### src/rtl/axi_b_buffer_v2.sv
// AXI write-response (B) channel FIFO with optional fall-through, fill status and flush.
// Define AXI_B_BUFFER_V2_ERR_CNT_EN to build the SLVERR/DECERR delivery counters.
module axi_b_buffer_v2 #(
  parameter int ID_WIDTH     = 4,
  parameter int USER_WIDTH   = 1,
  parameter int BUFFER_DEPTH = 4,
  parameter int FALL_THROUGH = 0,
  parameter int AFULL_THRESH = BUFFER_DEPTH - 1
) (
  input  logic                            clk_i,
  input  logic                            rst_i,
  input  logic                            test_en_i,
  input  logic                            flush_i,
  input  logic                            slave_valid_i,
  input  logic [1:0]                      slave_resp_i,
  input  logic [ID_WIDTH-1:0]             slave_id_i,
  input  logic [USER_WIDTH-1:0]           slave_user_i,
  output logic                            slave_ready_o,
  output logic                            master_valid_o,
  output logic [1:0]                      master_resp_o,
  output logic [ID_WIDTH-1:0]             master_id_o,
  output logic [USER_WIDTH-1:0]           master_user_o,
  input  logic                            master_ready_i,
  output logic [$clog2(BUFFER_DEPTH):0]   level_o,
  output logic                            almost_full_o,
  output logic                            empty_o,
  input  logic                            err_clr_i,
  output logic [15:0]                     slverr_cnt_o,
  output logic [15:0]                     decerr_cnt_o
);

  localparam int PTR_W  = $clog2(BUFFER_DEPTH);
  localparam int LVL_W  = PTR_W + 1;
  localparam int BEAT_W = ID_WIDTH + USER_WIDTH + 2;

  logic [BEAT_W-1:0] mem_q [BUFFER_DEPTH];
  logic [PTR_W-1:0]  wptr_q, wptr_d, rptr_q, rptr_d;
  logic [LVL_W-1:0]  level_q, level_d;
  logic              empty_q, empty_d, afull_q, afull_d;
  logic              full, bypass, push, pop, wr_en, rd_en;
  logic [BEAT_W-1:0] slave_beat, out_beat;
  logic              unused_test_en;

  assign unused_test_en = test_en_i;

  assign slave_beat = {slave_id_i, slave_user_i, slave_resp_i};
  assign full       = (level_q == LVL_W'(BUFFER_DEPTH));
  assign bypass     = (FALL_THROUGH != 0) && empty_q && slave_valid_i;

  assign slave_ready_o  = !full && !flush_i;
  assign master_valid_o = (!empty_q || bypass) && !flush_i;

  assign push = slave_valid_i && slave_ready_o;
  assign pop  = master_valid_o && master_ready_i;
  // A bypassed beat that is taken the same cycle never touches the array.
  assign wr_en = push && !(bypass && master_ready_i);
  assign rd_en = pop && !bypass;

  assign out_beat = bypass ? slave_beat : mem_q[rptr_q];
  assign {master_id_o, master_user_o, master_resp_o} = out_beat;

  assign level_o       = level_q;
  assign empty_o       = empty_q;
  assign almost_full_o = afull_q;

  always_comb begin
    wptr_d  = wptr_q;
    rptr_d  = rptr_q;
    level_d = level_q;
    if (flush_i) begin
      wptr_d  = '0;
      rptr_d  = '0;
      level_d = '0;
    end else begin
      if (wr_en) wptr_d = wptr_q + PTR_W'(1);
      if (rd_en) rptr_d = rptr_q + PTR_W'(1);
      case ({wr_en, rd_en})
        2'b10:   level_d = level_q + LVL_W'(1);
        2'b01:   level_d = level_q - LVL_W'(1);
        default: level_d = level_q;
      endcase
    end
    empty_d = (level_d == '0);
    afull_d = (level_d >= LVL_W'(AFULL_THRESH));
  end

  always_ff @(posedge clk_i or posedge rst_i) begin
    if (rst_i) begin
      wptr_q  <= '0;
      rptr_q  <= '0;
      level_q <= '0;
      empty_q <= 1'b1;
      afull_q <= 1'b0;
    end else begin
      wptr_q  <= wptr_d;
      rptr_q  <= rptr_d;
      level_q <= level_d;
      empty_q <= empty_d;
      afull_q <= afull_d;
    end
  end

  // Storage is data only; its contents are meaningless until written.
  always_ff @(posedge clk_i) begin
    if (wr_en) mem_q[wptr_q] <= slave_beat;
  end

`ifdef AXI_B_BUFFER_V2_ERR_CNT_EN
  logic [15:0] slverr_q, slverr_d, decerr_q, decerr_d;

  function automatic logic [15:0] sat_inc(input logic [15:0] v);
    return (v == 16'hFFFF) ? v : v + 16'd1;
  endfunction

  always_comb begin
    slverr_d = slverr_q;
    decerr_d = decerr_q;
    if (err_clr_i) begin
      slverr_d = '0;
      decerr_d = '0;
    end else if (pop) begin
      if (master_resp_o == 2'b10) slverr_d = sat_inc(slverr_q);
      if (master_resp_o == 2'b11) decerr_d = sat_inc(decerr_q);
    end
  end

  always_ff @(posedge clk_i or posedge rst_i) begin
    if (rst_i) begin
      slverr_q <= '0;
      decerr_q <= '0;
    end else begin
      slverr_q <= slverr_d;
      decerr_q <= decerr_d;
    end
  end

  assign slverr_cnt_o = slverr_q;
  assign decerr_cnt_o = decerr_q;
`else
  logic unused_err_clr;
  assign unused_err_clr = err_clr_i;
  assign slverr_cnt_o   = '0;
  assign decerr_cnt_o   = '0;
`endif

endmodule

### config.mk
export PLATFORM = sky130hd
export DESIGN_NAME = axi_b_buffer_v2
export DESIGN_NICKNAME = d
export VERILOG_FILES = /design/src/rtl/axi_b_buffer_v2.sv
export SDC_FILE = /design/constraint.sdc
export NUM_CORES = 1
export LEC_CHECK = 0
export ABC_AREA = 0
export CORE_UTILIZATION = 45
export DETAILED_ROUTE_END_ITERATION = 10
export MAX_ROUTING_LAYER = met4
export PLACE_DENSITY_LB_ADDON = 0.2
export SKIP_LAST_GASP = 1
export SYNTH_ARGS = -nofsm -noshare
export SYNTH_HDL_FRONTEND = slang
export SYNTH_SLANG_ARGS = --single-unit
### constraint.sdc
create_clock -name clk_i -period 2.85 [get_ports clk_i]
set_clock_uncertainty 0.2 [all_clocks]
set_input_delay 0.855 -clock clk_i [delete_from_list [all_inputs] [get_ports clk_i]]
set_output_delay 0.855 -clock clk_i [all_outputs]
set_load 0.01 [all_outputs]
## Word level (Yosys, flattened, before mapping)

Memories as Yosys holds them, arrays and structs flattened.
Index checks and enable logic that the tools add are counted.

- Add/sub/neg operators: 4
- Multiply operators: 0
- Divide/modulo/power cells: 0
- Magnitude comparators: 1
- Equal/unequal tests: 3
- Shift operators: 0
- Multiplexer cells: 8
- Bitwise logic cells: 0
- Reductions and logical operators: 10

Operators with widths:

| operator | count |
|---|---|
| $mux W2 | 4 |
| $pmux W3 S2 | 1 |
| $add A2 B1 Y2 const B | 2 |
| $logic_and A1 B1 Y1 | 4 |
| $reduce_bool A2 Y1 | 2 |
| $add A3 B1 Y3 const B | 1 |
| $eq A3 B3 Y1 const B | 1 |
| $ge A3 B2 Y1 const B | 1 |
| $logic_not A1 Y1 | 3 |
| $logic_not A3 Y1 | 1 |
| $mux W3 | 1 |
| $sub A3 B1 Y3 const B | 1 |
| $eq A2 B1 Y1 const B | 1 |
| $eq A2 B2 Y1 const B | 1 |
| $mux W1 | 2 |

- Register bits: 9
- Bits in latches: 0
- Bits in writable memories: 28
- Memory bits (read-only): 0
- Bits of input ports: 14
- Word-level logic and storage cells: 32
- Memories: 1

Memory list:

| name | words | bits a word | read ports | clocked after Yosys merged registers in | wr ports | line | text |
|---|---|---|---|---|---|---|---|
| mem_q | 4 | 7 | 1 | 0 | 1 | 36 | `logic [BEAT_W-1:0] mem_q [BUFFER_DEPTH];` |

## Depth between registers and ports, before layout

- Depth in word-level cells: 8
- Depth in mapped cells: 8
- Gate-level depth less buffers: 8

## Worst setup path after synthesis

Ideal clock, no wire load.

- Path kind: input to register
- Start point: input port flush_i
- End point: register empty_q (netlist: empty_o)
- Arrival time: 2.469 ns
- Required time: 2.569 ns
- Setup slack: 0.100 ns
- Cell stages on the path: 7
- Path buffers: 0
- Path through: nor3b_4 -> inv_1 -> ha_1 -> fa_1 -> xnor2_1 -> or4_4 -> nor4bb_1

- Word-level cells in the longest chain between the ends: 7
- Elaborated cells between the ends (all ways): 10
- Those cells by class: 2 x eq/ne; 2 x mux; 6 x reduce/logical

Ends and longest elaborated chain:

| element | line | text |
|---|---|---|
| start, declared | 13 | `input logic flush_i,` |
| $logic_not A1 Y1 | 50, 51 |  |
| $logic_and A1 B1 Y1, on equally long branches | 51, 50 |  |
| $logic_and A1 B1 Y1, on equally long branches | 54, 53 |  |
| $eq A2 B1 Y1 or $eq A2 B2 Y1 (tied branches) | 77 | `case ({wr_en, rd_en})` |
| $pmux W3 S2 | 77 |  |
| $mux W3 (*) | 70 | `if (flush_i) begin` |
| $logic_not A3 Y1 (*) | 83 | `empty_d = (level_d == '0);` |
| via empty_d | 39 | `logic empty_q, empty_d, afull_q, afull_d;` |
| end signal, assigned | 98 | `empty_q <= empty_d;` |
| end, declared | 39 |  |

The timed path passes the listed nets; every way through them passes the cells marked *.
A chain may end at the register's enable or synchronous reset.

## Final worst setup path

Ends and elaborated chain as after synthesis.

==> results.rst <==
.. list-table::
   :header-rows: 1

   * - Metric
     - Value
   * - Synth area leaders
     - sky130_fd_sc_hd__edfxtp_1 (46%), sky130_fd_sc_hd__buf_4 (14%), sky130_fd_sc_hd__dfrtp_1 (11%)
   * - Peak clock frequency supported by timing
     - 0.3633 GHz
   * - CTS Buf Count
     - 5
   * - DR vias
     - 927
   * - Final Hold Violating Endpoints
     - 0
   * - Gate count of the mapped netlist
     - 121
   * - Max Cap Viol
     - 0
   * - Clock power frac
     - 33.7%
   * - Global-route wire length before repair
     - 4.409 mm
   * - Placement row count
     - 22
   * - Area Overhead vs Synth
     - 22.96%
   * - Number of flops mapped to enable cells by yosys
     - 28
   * - Post-DR wirelength/cell
     - 13.22 µm
   * - Die footprint
     - 4278 µm²
   * - All-Layer GR Usage
     - 15.04%
   * - CTS tree
     - done
   * - Tcrit/Tclk final
     - 96.57%
   * - # H-tree levels
     - 2
   * - Global placer's final weighted congestion
     - 0.6999
   * - Overflow after GRT
     - 0
   * - Number of register bits inferred by synthesis
     - 37
   * - Number of clock sinks
     - 37
   * - Number of antenna violations at the first check in global routing
     - 0
   * - Count of synthesis-stage warnings from yosys
     - 0
   * - I/O pin total
     - 60
   * - Most frequent cells after synthesis
     - sky130_fd_sc_hd__buf_4 (33), sky130_fd_sc_hd__edfxtp_1 (28), sky130_fd_sc_hd__dfrtp_1 (8)
   * - Die X-Extent
     - 65.41 µm
   * - Antenna diode instance count
     - 0
   * - Flip-flop cell with the highest count after synthesis
     - sky130_fd_sc_hd__edfxtp_1
   * - Final instance area
     - 2225 µm²
   * - Initial Utilization
     - 47.98%
   * - Clock transition at the registers of the reported paths
     - 0.07 ns
   * - Leading area contributor after synthesis
     - sky130_fd_sc_hd__edfxtp_1
   * - Internal power summed over all cells
     - 1.039 mW
   * - CP required
     - 2.85 ns
   * - Kind of path behind the tightest hold check
     - reg -> reg
   * - Logic pwr share
     - 18.8%
   * - Most frequently used cell type in the post-synthesis netlist
     - sky130_fd_sc_hd__buf_4
   * - Core box area
     - 3771 µm²
   * - DRC violation count after routing
     - 0
   * - Worst vdd ir
     - 0.0003055 V
   * - Switching share of power
     - 22.89%
   * - Critical Path AT
     - 2.76 ns
   * - Run status
     - finished, final reports clean
   * - Part of the power in registers
     - 47.5%
   * - Total detailed-routing wirelength
     - 2.764 mm
   * - Via count of the first global-routing pass
     - 935
   * - Count of port buffers added during placement
     - 25
   * - Time the final worst path needs with I/O delays and setup
     - 2.752 ns
   * - Startpoint class of the critical path
     - primary input
   * - Portion of the post-synthesis area used by sequential elements
     - 58.99%
   * - Die Y-Extent
     - 65.41 µm
   * - Async SR Flop Fraction
     - 24.32%
   * - DRC marker count from the first detailed-route iteration
     - 35
   * - Power dissipated by switching net loads
     - 308.5 µW
   * - Final #Nets
     - 180
   * - Standby leakage power
     - 0.9104 nW
   * - Final slew viol count
     - 0
   * - Mean instance size in the synthesized netlist
     - 14.95 µm²
   * - Power density relative to cell area
     - 605.7 nW/µm²
   * - Hold-fix buffers, CTS
     - 0
   * - Number of endpoints failing setup at the final stage
     - 0
   * - Mean number of vias per cell
     - 4.435
   * - Root Buffer
     - sky130_fd_sc_hd__clkbuf_8
   * - Share of Yosys cell area claimed by the top area cell type
     - 46.47%
   * - Placement-stage cell area
     - 2071 µm²
   * - DP Wirelength
     - 1.974 mm
   * - Proportion of layout cells with a drive suffix above 1
     - 22.36%
   * - Top fanout value on the critical path
     - 2
   * - Worst-Skew Late Latency
     - 0.28 ns
   * - Largest net degree at the start of global routing
     - 12
   * - Count of fill cells added during filler insertion
     - 299
   * - Yosys cell types
     - 28
   * - Worst Setup End Kind
     - flip-flop
   * - Unrepaired setup endpoints after global routing
     - no
   * - Critical Setup Path Class
     - in -> reg
   * - Antenna Nets Post-Route
     - 0
   * - Post-synthesis instance area
     - 1809 µm²
   * - Hold Worst Slack
     - 0.3571 ns
   * - First-pass DRT Iterations
     - 4
   * - Worst-case clock buffer depth
     - 2
-- power by group through the flow --
stage               sequential [mW]  clock, mW  combinational, mW
floorplan                     0.648          0              0.163
global placement              0.650          0              0.242
detailed placement            0.652          0              0.247
CTS                           0.641      0.466              0.255
global route                  0.644      0.494              0.278
finish                        0.640      0.454              0.253
-- critical path, cell delays in order --
cell and delay [ns]:
sky130_fd_sc_hd__dlygate4sd2_1 0.27, sky130_fd_sc_hd__nor3b_4 0.20, sky130_fd_sc_hd__inv_1 0.07, sky130_fd_sc_hd__ha_2 0.20
sky130_fd_sc_hd__fa_2 0.41, sky130_fd_sc_hd__xnor2_2 0.15, sky130_fd_sc_hd__buf_4 0.14, sky130_fd_sc_hd__o21ai_1 0.16
sky130_fd_sc_hd__nor4bb_4 0.30
-- worst paths after layout --
| kind | endpoint | slack (ns) | start | cells past startpoint |
|---|---|---|---|---|
| setup / recovery | empty_o | 0.1 | flush_i | 9 |
| hold / removal | wptr_q[0] | 0.36 | wptr_q[0] | 1 |
| setup reg to reg | empty_o | 0.36 | level_o[2] | 9 |
| hold reg to reg | wptr_q[0] | 0.36 | wptr_q[0] | 1 |
| max in group asynchronous | empty_o | 1.51 | rst_i | 2 |
| min in group asynchronous | rptr_q[1] | 0.64 | rst_i | 2 |
-- through the flow --
step / util [%] / worst slack (ns) / TNS (ns) / instances / power (mW)
3_3_place_gp: 54.91 / -0.3765 / -1.717 / 199 / 0.8915
6_report: 58.99 / 0.09766 / 0 / 209 / 1.347
5_1_grt: 58.99 / 0.03978 / 0 / 209 / 1.416
2_1_floorplan: - / 0.1005 / 0 / 152 / 0.8109
4_1_cts: 58.99 / 0.007493 / 0 / 209 / 1.362
3_5_place_dp: 54.91 / -0.4315 / -1.893 / 199 / 0.8988
-- repair_timing --
action,in CTS,in global routing
pin swaps,5,2
buffers inserted,2,0
setup endpoints to repair,12,1
cloned,0,0
gates resized for setup,20,0
-- cells in the final DEF (no fill, tap or decap), drive strengths merged --
master and n:
dfstp 1, or4 1, edfxtp 28, nand2 1, fa 1, conb 32
o21ai 1, inv 4, mux2 1, dlygate4sd2 12, xor2 2, bufinv 1
mux2i 2, buf 11, nor2 7, clkdlybuf4s50 13, nand2b 1, or3 1
nor3b 2, nand3b 1, and2 4, mux4 7, dfrtp 8, ha 5
nor4bb 1, clkbuf 7, nor2b 3, nand3 1, xnor2 2
-- sequential cells by signal (all words and copies together) (netlist names) --
name	count
almost_full_o	1
empty_o	1
level_o	3
mem_q	28
rptr_q	2
wptr_q	2
-- final cells by class --
cell class	instances	area (µm²)	area share [%]
Sequential cell	37	1067	47.98
Multi-Input combinational cell	76	619.3	27.84
Timing Repair Buffer	36	346.6	15.58
Clock buffer	7	86.33	3.881
Tap cell	48	60.06	2.700
Clock inverter	1	30.03	1.350
Inverter	4	15.01	0.6749
-- cells by family after synthesis --
kind of cell               Yosys count  synth area share [%]
other                                1                0.2073
xor gates and xnor gates             4                 1.937
DFF                                 37                 58.99
buffers and inverters               39                 15.08
adders and majority gates            6                 4.564
AOI/OAI and AO/OA                    1                0.2764
and+or+nand+nor                     23                 8.506
muxes                               10                 10.44
-- per-layer routing --
metal	track usage [%]	share of wire, %	wire length, µm	up-vias
li1	-	-	-	437
met1	15.22	35	970	456
met2	26.80	58	1605	28
met3	5.382	5.4	150	6
met4	4.891	1.4	38	0
met5	-	0	0	-
Note: power is estimated with default switching activity, not from simulation.
